## src/rtl/dclk_tx_multilane_if.sv

```systemverilog
// Parallel-side flit handshake between the router output arbiter and the lane serialiser.
// The arbiter drives req/parallel_in; the serialiser answers with tx_busy (FIFO full).
interface dclk_tx_multilane_if #(
    parameter int FLIT_W = 8
);
    logic              req;
    logic [FLIT_W-1:0] parallel_in;
    logic              tx_busy;

    modport master (output req, output parallel_in, input tx_busy);
    modport slave  (input req, input parallel_in, output tx_busy);
endinterface

```

## src/rtl/dclk_tx_multilane.sv

```systemverilog
// Multi-lane flit serialiser: FIFO-buffered flits striped over LANES start/stop-framed lanes.
// Optional per-lane even parity bit before the stop bit when DCLK_TX_PARITY_EN is defined.
module dclk_tx_multilane #(
    parameter int FLIT_W      = 8,
    parameter int LANES       = 1,
    parameter int DEPTH       = 4,
    parameter int SYNC_STAGES = 2,
    parameter int GAP         = 0
) (
    input  logic                     clk,
    input  logic                     reset,
    dclk_tx_multilane_if.slave       flit_bus,
    input  logic                     channel_busy,
    output logic [LANES-1:0]         serial_out,
    output logic                     tx_active,
    output logic                     flit_done,
    output logic [$clog2(DEPTH):0]   fifo_level
);

    localparam int BEATS = FLIT_W / LANES;
`ifdef DCLK_TX_PARITY_EN
    localparam int PAR   = 1;
`else
    localparam int PAR   = 0;
`endif
    localparam int F     = BEATS + 2 + PAR;
    localparam int CNT_W = $clog2(F);
    localparam int PTR_W = $clog2(DEPTH);
    localparam int LVL_W = PTR_W + 1;
    localparam logic [3:0] GAP_LOAD = 4'((GAP > 0) ? GAP - 1 : 0);

    typedef enum logic [1:0] {S_IDLE, S_SEND, S_GAP} state_t;

    state_t                 state_reg, state_next;
    logic [CNT_W-1:0]       bit_cnt_reg, bit_cnt_next;
    logic [3:0]             gap_cnt_reg, gap_cnt_next;
    logic [SYNC_STAGES-1:0] sync_reg;
    logic                   busy_sync;

    logic [FLIT_W-1:0]      mem_reg [DEPTH];
    logic [PTR_W-1:0]       wr_ptr_reg, rd_ptr_reg;
    logic [LVL_W-1:0]       level_reg;
    logic                   fifo_full, push, pop, load, can_launch;
    logic [FLIT_W-1:0]      head_flit;

    // channel_busy comes from the receiver's clock domain
    always_ff @(posedge clk or negedge reset) begin
        if (!reset) begin
            sync_reg <= '0;
        end else begin
            sync_reg <= {sync_reg[SYNC_STAGES-2:0], channel_busy};
        end
    end
    assign busy_sync = sync_reg[SYNC_STAGES-1];

    assign fifo_full        = (level_reg == LVL_W'(DEPTH));
    assign flit_bus.tx_busy = fifo_full;
    assign fifo_level       = level_reg;
    assign push             = flit_bus.req & ~fifo_full;
    assign pop              = load;
    assign head_flit        = mem_reg[rd_ptr_reg];

    // Storage is not reset; only the pointers and the level define FIFO contents.
    always_ff @(posedge clk) begin
        if (push) begin
            mem_reg[wr_ptr_reg] <= flit_bus.parallel_in;
        end
    end

    always_ff @(posedge clk or negedge reset) begin
        if (!reset) begin
            wr_ptr_reg <= '0;
            rd_ptr_reg <= '0;
            level_reg  <= '0;
        end else begin
            if (push) begin
                wr_ptr_reg <= wr_ptr_reg + PTR_W'(1);
            end
            if (pop) begin
                rd_ptr_reg <= rd_ptr_reg + PTR_W'(1);
            end
            case ({push, pop})
                2'b10:   level_reg <= level_reg + LVL_W'(1);
                2'b01:   level_reg <= level_reg - LVL_W'(1);
                default: level_reg <= level_reg;
            endcase
        end
    end

    always_ff @(posedge clk or negedge reset) begin
        if (!reset) begin
            state_reg   <= S_IDLE;
            bit_cnt_reg <= '0;
            gap_cnt_reg <= '0;
        end else begin
            state_reg   <= state_next;
            bit_cnt_reg <= bit_cnt_next;
            gap_cnt_reg <= gap_cnt_next;
        end
    end

    assign can_launch = (level_reg != '0) && !busy_sync;

    always_comb begin
        state_next   = state_reg;
        bit_cnt_next = bit_cnt_reg;
        gap_cnt_next = gap_cnt_reg;
        load         = 1'b0;
        case (state_reg)
            S_IDLE: begin
                if (can_launch) begin
                    load         = 1'b1;
                    state_next   = S_SEND;
                    bit_cnt_next = '0;
                end
            end
            S_SEND: begin
                if (bit_cnt_reg == CNT_W'(F - 1)) begin
                    if (GAP > 0) begin
                        state_next   = S_GAP;
                        gap_cnt_next = GAP_LOAD;
                    end else if (can_launch) begin
                        load         = 1'b1;
                        bit_cnt_next = '0;
                    end else begin
                        state_next = S_IDLE;
                    end
                end else begin
                    bit_cnt_next = bit_cnt_reg + CNT_W'(1);
                end
            end
            S_GAP: begin
                // Launching straight from the last gap cycle keeps the idle run at exactly GAP.
                if (gap_cnt_reg == '0) begin
                    if (can_launch) begin
                        load         = 1'b1;
                        state_next   = S_SEND;
                        bit_cnt_next = '0;
                    end else begin
                        state_next = S_IDLE;
                    end
                end else begin
                    gap_cnt_next = gap_cnt_reg - 4'd1;
                end
            end
            default: state_next = S_IDLE;
        endcase
    end

    assign tx_active = (state_reg == S_SEND);
    assign flit_done = tx_active && (bit_cnt_reg == CNT_W'(F - 1));

    genvar gi, gk;
    generate
        for (gi = 0; gi < LANES; gi++) begin : g_lane
            logic [BEATS-1:0] lane_data;
            logic [F-1:0]     frame_load;
            logic [F-1:0]     shift_reg;

            // Lane gi takes every LANES-th flit bit starting at gi, LSB first.
            for (gk = 0; gk < BEATS; gk++) begin : g_beat
                assign lane_data[gk] = head_flit[gi + gk * LANES];
            end

`ifdef DCLK_TX_PARITY_EN
            assign frame_load = {1'b1, ^lane_data, lane_data, 1'b1};
`else
            assign frame_load = {1'b1, lane_data, 1'b1};
`endif

            always_ff @(posedge clk or negedge reset) begin
                if (!reset) begin
                    shift_reg <= '0;
                end else if (load) begin
                    shift_reg <= frame_load;
                end else if (tx_active) begin
                    shift_reg <= shift_reg >> 1;
                end
            end

            assign serial_out[gi] = shift_reg[0] & tx_active;
        end
    endgenerate

endmodule

```

## src/flat_wrapper.sv

```systemverilog
// flat-port wrapper written by rule: the top's interface ports become plain ports
module dclk_tx_multilane_flat 
#(
    parameter int FLIT_W      = 8,
    parameter int LANES       = 1,
    parameter int DEPTH       = 4,
    parameter int SYNC_STAGES = 2,
    parameter int GAP         = 0
)
  (clk, reset, channel_busy, serial_out, tx_active, flit_done, fifo_level, flit_bus_req, flit_bus_parallel_in, flit_bus_tx_busy);
  dclk_tx_multilane_if #(.FLIT_W(FLIT_W)) flit_bus_i ();
  input  logic clk;
  input  logic reset;
  input  logic channel_busy;
  output logic [LANES-1:0] serial_out;
  output logic tx_active;
  output logic flit_done;
  output logic [$clog2(DEPTH):0] fifo_level;
  input wire logic [$bits(flit_bus_i.req)-1:0] flit_bus_req;
  input wire logic [$bits(flit_bus_i.parallel_in)-1:0] flit_bus_parallel_in;
  output wire logic [$bits(flit_bus_i.tx_busy)-1:0] flit_bus_tx_busy;
  assign flit_bus_i.req = flit_bus_req;
  assign flit_bus_i.parallel_in = flit_bus_parallel_in;
  assign flit_bus_tx_busy = flit_bus_i.tx_busy;
  dclk_tx_multilane #(.FLIT_W(FLIT_W), .LANES(LANES), .DEPTH(DEPTH), .SYNC_STAGES(SYNC_STAGES), .GAP(GAP)) u_core (.clk(clk), .reset(reset), .flit_bus(flit_bus_i), .channel_busy(channel_busy), .serial_out(serial_out), .tx_active(tx_active), .flit_done(flit_done), .fifo_level(fifo_level));
endmodule
```

## config.mk

```make
export PLATFORM = sky130hd
export DESIGN_NAME = dclk_tx_multilane_flat
export DESIGN_NICKNAME = d
export VERILOG_FILES = /design/src/rtl/dclk_tx_multilane_if.sv /design/src/rtl/dclk_tx_multilane.sv /design/src/flat_wrapper.sv
export SDC_FILE = /design/constraint.sdc
export NUM_CORES = 1
export LEC_CHECK = 0
export CORE_ASPECT_RATIO = 1.4
export CORE_MARGIN = 3
export CORE_UTILIZATION = 50
export DETAILED_ROUTE_END_ITERATION = 8
export PLACE_DENSITY_LB_ADDON = 0.2
export RECOVER_POWER = 25
export SLEW_MARGIN = 25
export SYNTH_ARGS = -nofsm -noshare
export SYNTH_HDL_FRONTEND = slang
export SYNTH_SLANG_ARGS = --single-unit
```

## constraint.sdc

```tcl
create_clock -name clk -period 2.5 [get_ports clk]
set_input_delay 0.25 -clock clk [delete_from_list [all_inputs] [get_ports clk]]
set_output_delay 0.25 -clock clk [all_outputs]
set_load 0.01 [all_outputs]
```

==> results by group, run 1 <==
Yosys
  • Mapped cell area: approximately 0.0024 sq mm
  • Most used DFF post-synth: edfxtp_1
  • Cell count after synthesis: between 150 and 200
  • Cell variety after synth: 36
  • Avg Inst Size Synth: roughly 15 sq um
  • Sequential-to-total area share from yosys stat: 65.0%
  • Post-synthesis register bit count: between 50 and 60
  • Post-synth EDFFs: 32
  • Syn. warnings: 0
  • Asr flop ratio synth: between 40 and 50%
  • Synthesized Nets: roughly 180

Worst setup path
  • Worst setup EP type: flip-flop
  • Reg-to-Reg End: u_core.fifo_level[2]
  • Worst reg2reg path depth: 9
  • Critical Path RT: roughly 2.7 ns
  • CP arrival: between 2 and 3 ns
  • Crit. Startpoint: u_core.fifo_level[2]
  • CP Max Fanout: 13
  • Critical setup path kind: reg2reg
  • Reg2reg start: u_core.fifo_level[2]
  • Reg-to-reg setup timing slack: ~0.16 ns
  • CP Launch Type: flip-flop

Detailed routing
  • DR iter-0 viols: 62
  • Via count: between 1000 and 1500
  • Routed WL: ~3800 um
  • Pre-antenna DRT Iters: 4
  • Vias per Instance: approximately 5.3
  • DRC errors left: 0
  • Detail Route Antenna Nets: 0
  • Post-DR wirelength/cell: between 15 and 20 um

Floorplan
  • Die ar.: roughly 0.0057 sq mm
  • Io pins: 19
  • Starting Density: a little over half
  • Die height: 88.0 um
  • Cell Rows: 29
  • Core area: around 0.0046 sq mm
  • Die X: 64.6 um

Cells and area
  • Antenna Diode Count: 0
  • Max reg flops: 32
  • Footprint of the multi-input gates: about 770 sq um
  • Area delta synth->final: 14.5%
  • Post-layout util: between 60 and 70%
  • Layout cells sized above 1: between 10 and 15%
  • Final nets: ~200
  • Fillers: between 300 and 400
  • Register area: ~0.0016 sq mm

STA
  • Crit path time final: about 2.3 ns
  • Final hold violation count: 0
  • Slew Viols, Final: 0
  • Final setup fails: 0
  • Final Cycle Share: between 90 and 100%
  • Least-Margin Pin Slew: between 1 and 1.5 ns
  • Setup_tns: 0 ns
  • Max Clock Freq: 427 MHz
  • Min Hold Slack: about 0.39 ns
  • RSZ-0062 raised after global routing: no
  • Final Skew: a little over 0.006 ns
  • Slew margin rel.: 13.7%

CTS
  • Post-CTS resize count: 0
  • CTS buffer count: 5
  • CTS tree: done
  • CTS clk-pin slew, worst paths: 0.10 ns
  • Clock sinks: between 50 and 60
  • Clock Latency Late Sink: roughly 0.30 ns
  • Root buffer cell: clkbuf_8
  • Hold-fix buffers, CTS: 0
  • Maximum clock insertion buffer count: 2
  • Htree depth: 2
  • Post-CTS Setup Repair Bufs: 0

Pwr
  • Design Power: ~0.0033 W
  • VDD IR max: around 0.00053 V
  • Sw power: roughly 0.0011 W
  • Pleak: 1.06 nW
  • Switching Share: between 30% and 40%
  • Seq pwr share: approximately 46%
  • Power Dens Cells: about 1200 mW/mm^2
  • Clock power frac: between 10% and 20%
  • Comb power frac: a little over a third
  • Total internal power: 0.00220 W

Placed design
  • Hpwl dp: ~2700 um
  • Final GP Congestion: about 0.74
  • Count of input and output buffers: 18

Global routing
  • Initial antenna violation count: 0
  • Number of global-route vias before repair: between 1000 and 1500
  • Gr ovfl total: 0
  • Total track usage: between 10% and 20%
  • Global-route wire length before repair: roughly 6400 um
  • Largest net degree at the start of global routing: 25

Job
  • MaxCap Viol Count: 0

Status
  • Outcome: finished, final reports clean

Min path
  • Hold_sp: u_core.sync_reg[0]
  • Hold Crit Depth: 0
  • Hold Path Class: reg2reg
  • Hold endpoint: u_core.sync_reg[1]
cell usage after synthesis, types with 2 or more instances:
cell type	number	share of area, %
o22ai_1	8	2.1
nor2_1	2	0.31
and2_1	5	1.3
a21oi_1	17	3.5
nand2_1	12	1.9
inv_1	10	1.6
xnor2_1	3	1.1
dfrtp_1	24	25
clkbuf_1	2	0.31
a31oi_1	2	0.52
edfxtp_1	32	40
nand3_1	3	0.62
ha_1	7	3.6
buf_2	2	0.42
mux4_2	8	7.5
xor2_1	4	1.5
o21ai_0	2	0.42
kinds of logic after synthesis:
logic type / after synthesis / synth area share [%]
flops: 56 / 65.0
compound gates: 35 / 9.32
simple gates: 30 / 7.24
buf+inv: 16 / 3.07
mux: 10 / 8.38
fa+ha+maj: 8 / 4.48
xor+xnor: 7 / 2.55
stage by stage:
| step | setup WS (ns) | std cells | cell area [sq um] |
|---|---|---|---|
| floorplan | 0.413 | 162 | 2400 |
| global placement | 0.290 | 238 | 2640 |
| detailed placement | 0.170 | 238 | 2640 |
| CTS | 0.140 | 246 | 2760 |
| global route | 0.0300 | 246 | 2750 |
| finish | 0.160 | 246 | 2750 |
power by group through the flow:
| stage | combinational [W] | sequential (W) | clock (W) |
|---|---|---|---|
| 2_1_floorplan | 0.000968 | 0.00145 | 0 |
| 3_3_place_gp | 0.00120 | 0.00153 | 0 |
| 3_5_place_dp | 0.00125 | 0.00155 | 0 |
| 4_1_cts | 0.00125 | 0.00153 | 0.000611 |
| 5_1_grt | 0.00138 | 0.00157 | 0.000642 |
| 6_report | 0.00122 | 0.00153 | 0.000589 |
worst max path at each step:
stage,endpoint,cells past startpoint
global placement,u_core.fifo_level[2],9
global route,u_core.fifo_level[2],9
floorplan,u_core.fifo_level[2],9
detailed placement,u_core.fifo_level[2],9
CTS,u_core.fifo_level[2],9
finish,u_core.fifo_level[2],9
cell type report:
type	count	area share [%]
Sequential cell	56	56.8
Multi-Input combinational cell	90	27.9
Timing Repair Buffer	20	6.96
Tap cell	62	2.82
Clock buffer	5	2.50
Clock inverter	3	1.68
Inverter	10	1.36
layout by cell type, fill, tap and decap left out, types with 2 or more instances in the layout:
cell type and instances:
and2_1 5, o22ai_1 8, ha_1 7, inv_1 10, nand2_1 12, xor2_1 4
dfrtp_1 24, edfxtp_1 32, o21ai_0 2, clkdlybuf4s50_1 15, xnor2_1 3, a31oi_1 2
nand3_1 3, a21oi_1 17, nor2_1 2, dlygate4sd3_1 3, mux4_2 8, clkbuf_8 5
per-layer routing:
| layer | vias to the layer above | global-route usage, % | part of all wire [%] |
|---|---|---|---|
| met1 | 633 | 17.8 | 42 |
| met4 | 0 | 6.35 | 1.8 |
| met5 | - | 0 | 0 |
| li1 | 636 | - | - |
| met3 | 7 | 2.82 | 2.9 |
| met2 | 20 | 26.8 | 53 |
worst max-delay path, stage by stage, from the launching register on:
cell and delay [ns]:
dfrtp_1 0.46, nor3_4 0.08, or2_2 0.40, a21oi_2 0.23, ha_1 0.22, inv_1 0.06
fa_1 0.38, xor2_1 0.15, nor2_1 0.14, xor2_1 0.15
Note: power is estimated with default switching activity, not from simulation.
==> run 2, diff against run 1 <==
--- a/config.mk
+++ b/config.mk
@@ -8,6 +8,7 @@
 export CORE_ASPECT_RATIO = 1.4
 export CORE_MARGIN = 3
 export CORE_UTILIZATION = 50
+export CTS_CLUSTER_DIAMETER = 100
 export DETAILED_ROUTE_END_ITERATION = 8
 export PLACE_DENSITY_LB_ADDON = 0.2
 export RECOVER_POWER = 25
==> results of run 2 <==
Final layout, timing and power as in run 1 (identical DEF).
==> run 3, diff against run 2 <==
--- a/config.mk
+++ b/config.mk
@@ -5,6 +5,7 @@
 export SDC_FILE = /design/constraint.sdc
 export NUM_CORES = 1
 export LEC_CHECK = 0
+export CAP_MARGIN = 20
 export CORE_ASPECT_RATIO = 1.4
 export CORE_MARGIN = 3
 export CORE_UTILIZATION = 50
==> results of run 3 <==
Final layout, timing and power as in run 1 (identical DEF).
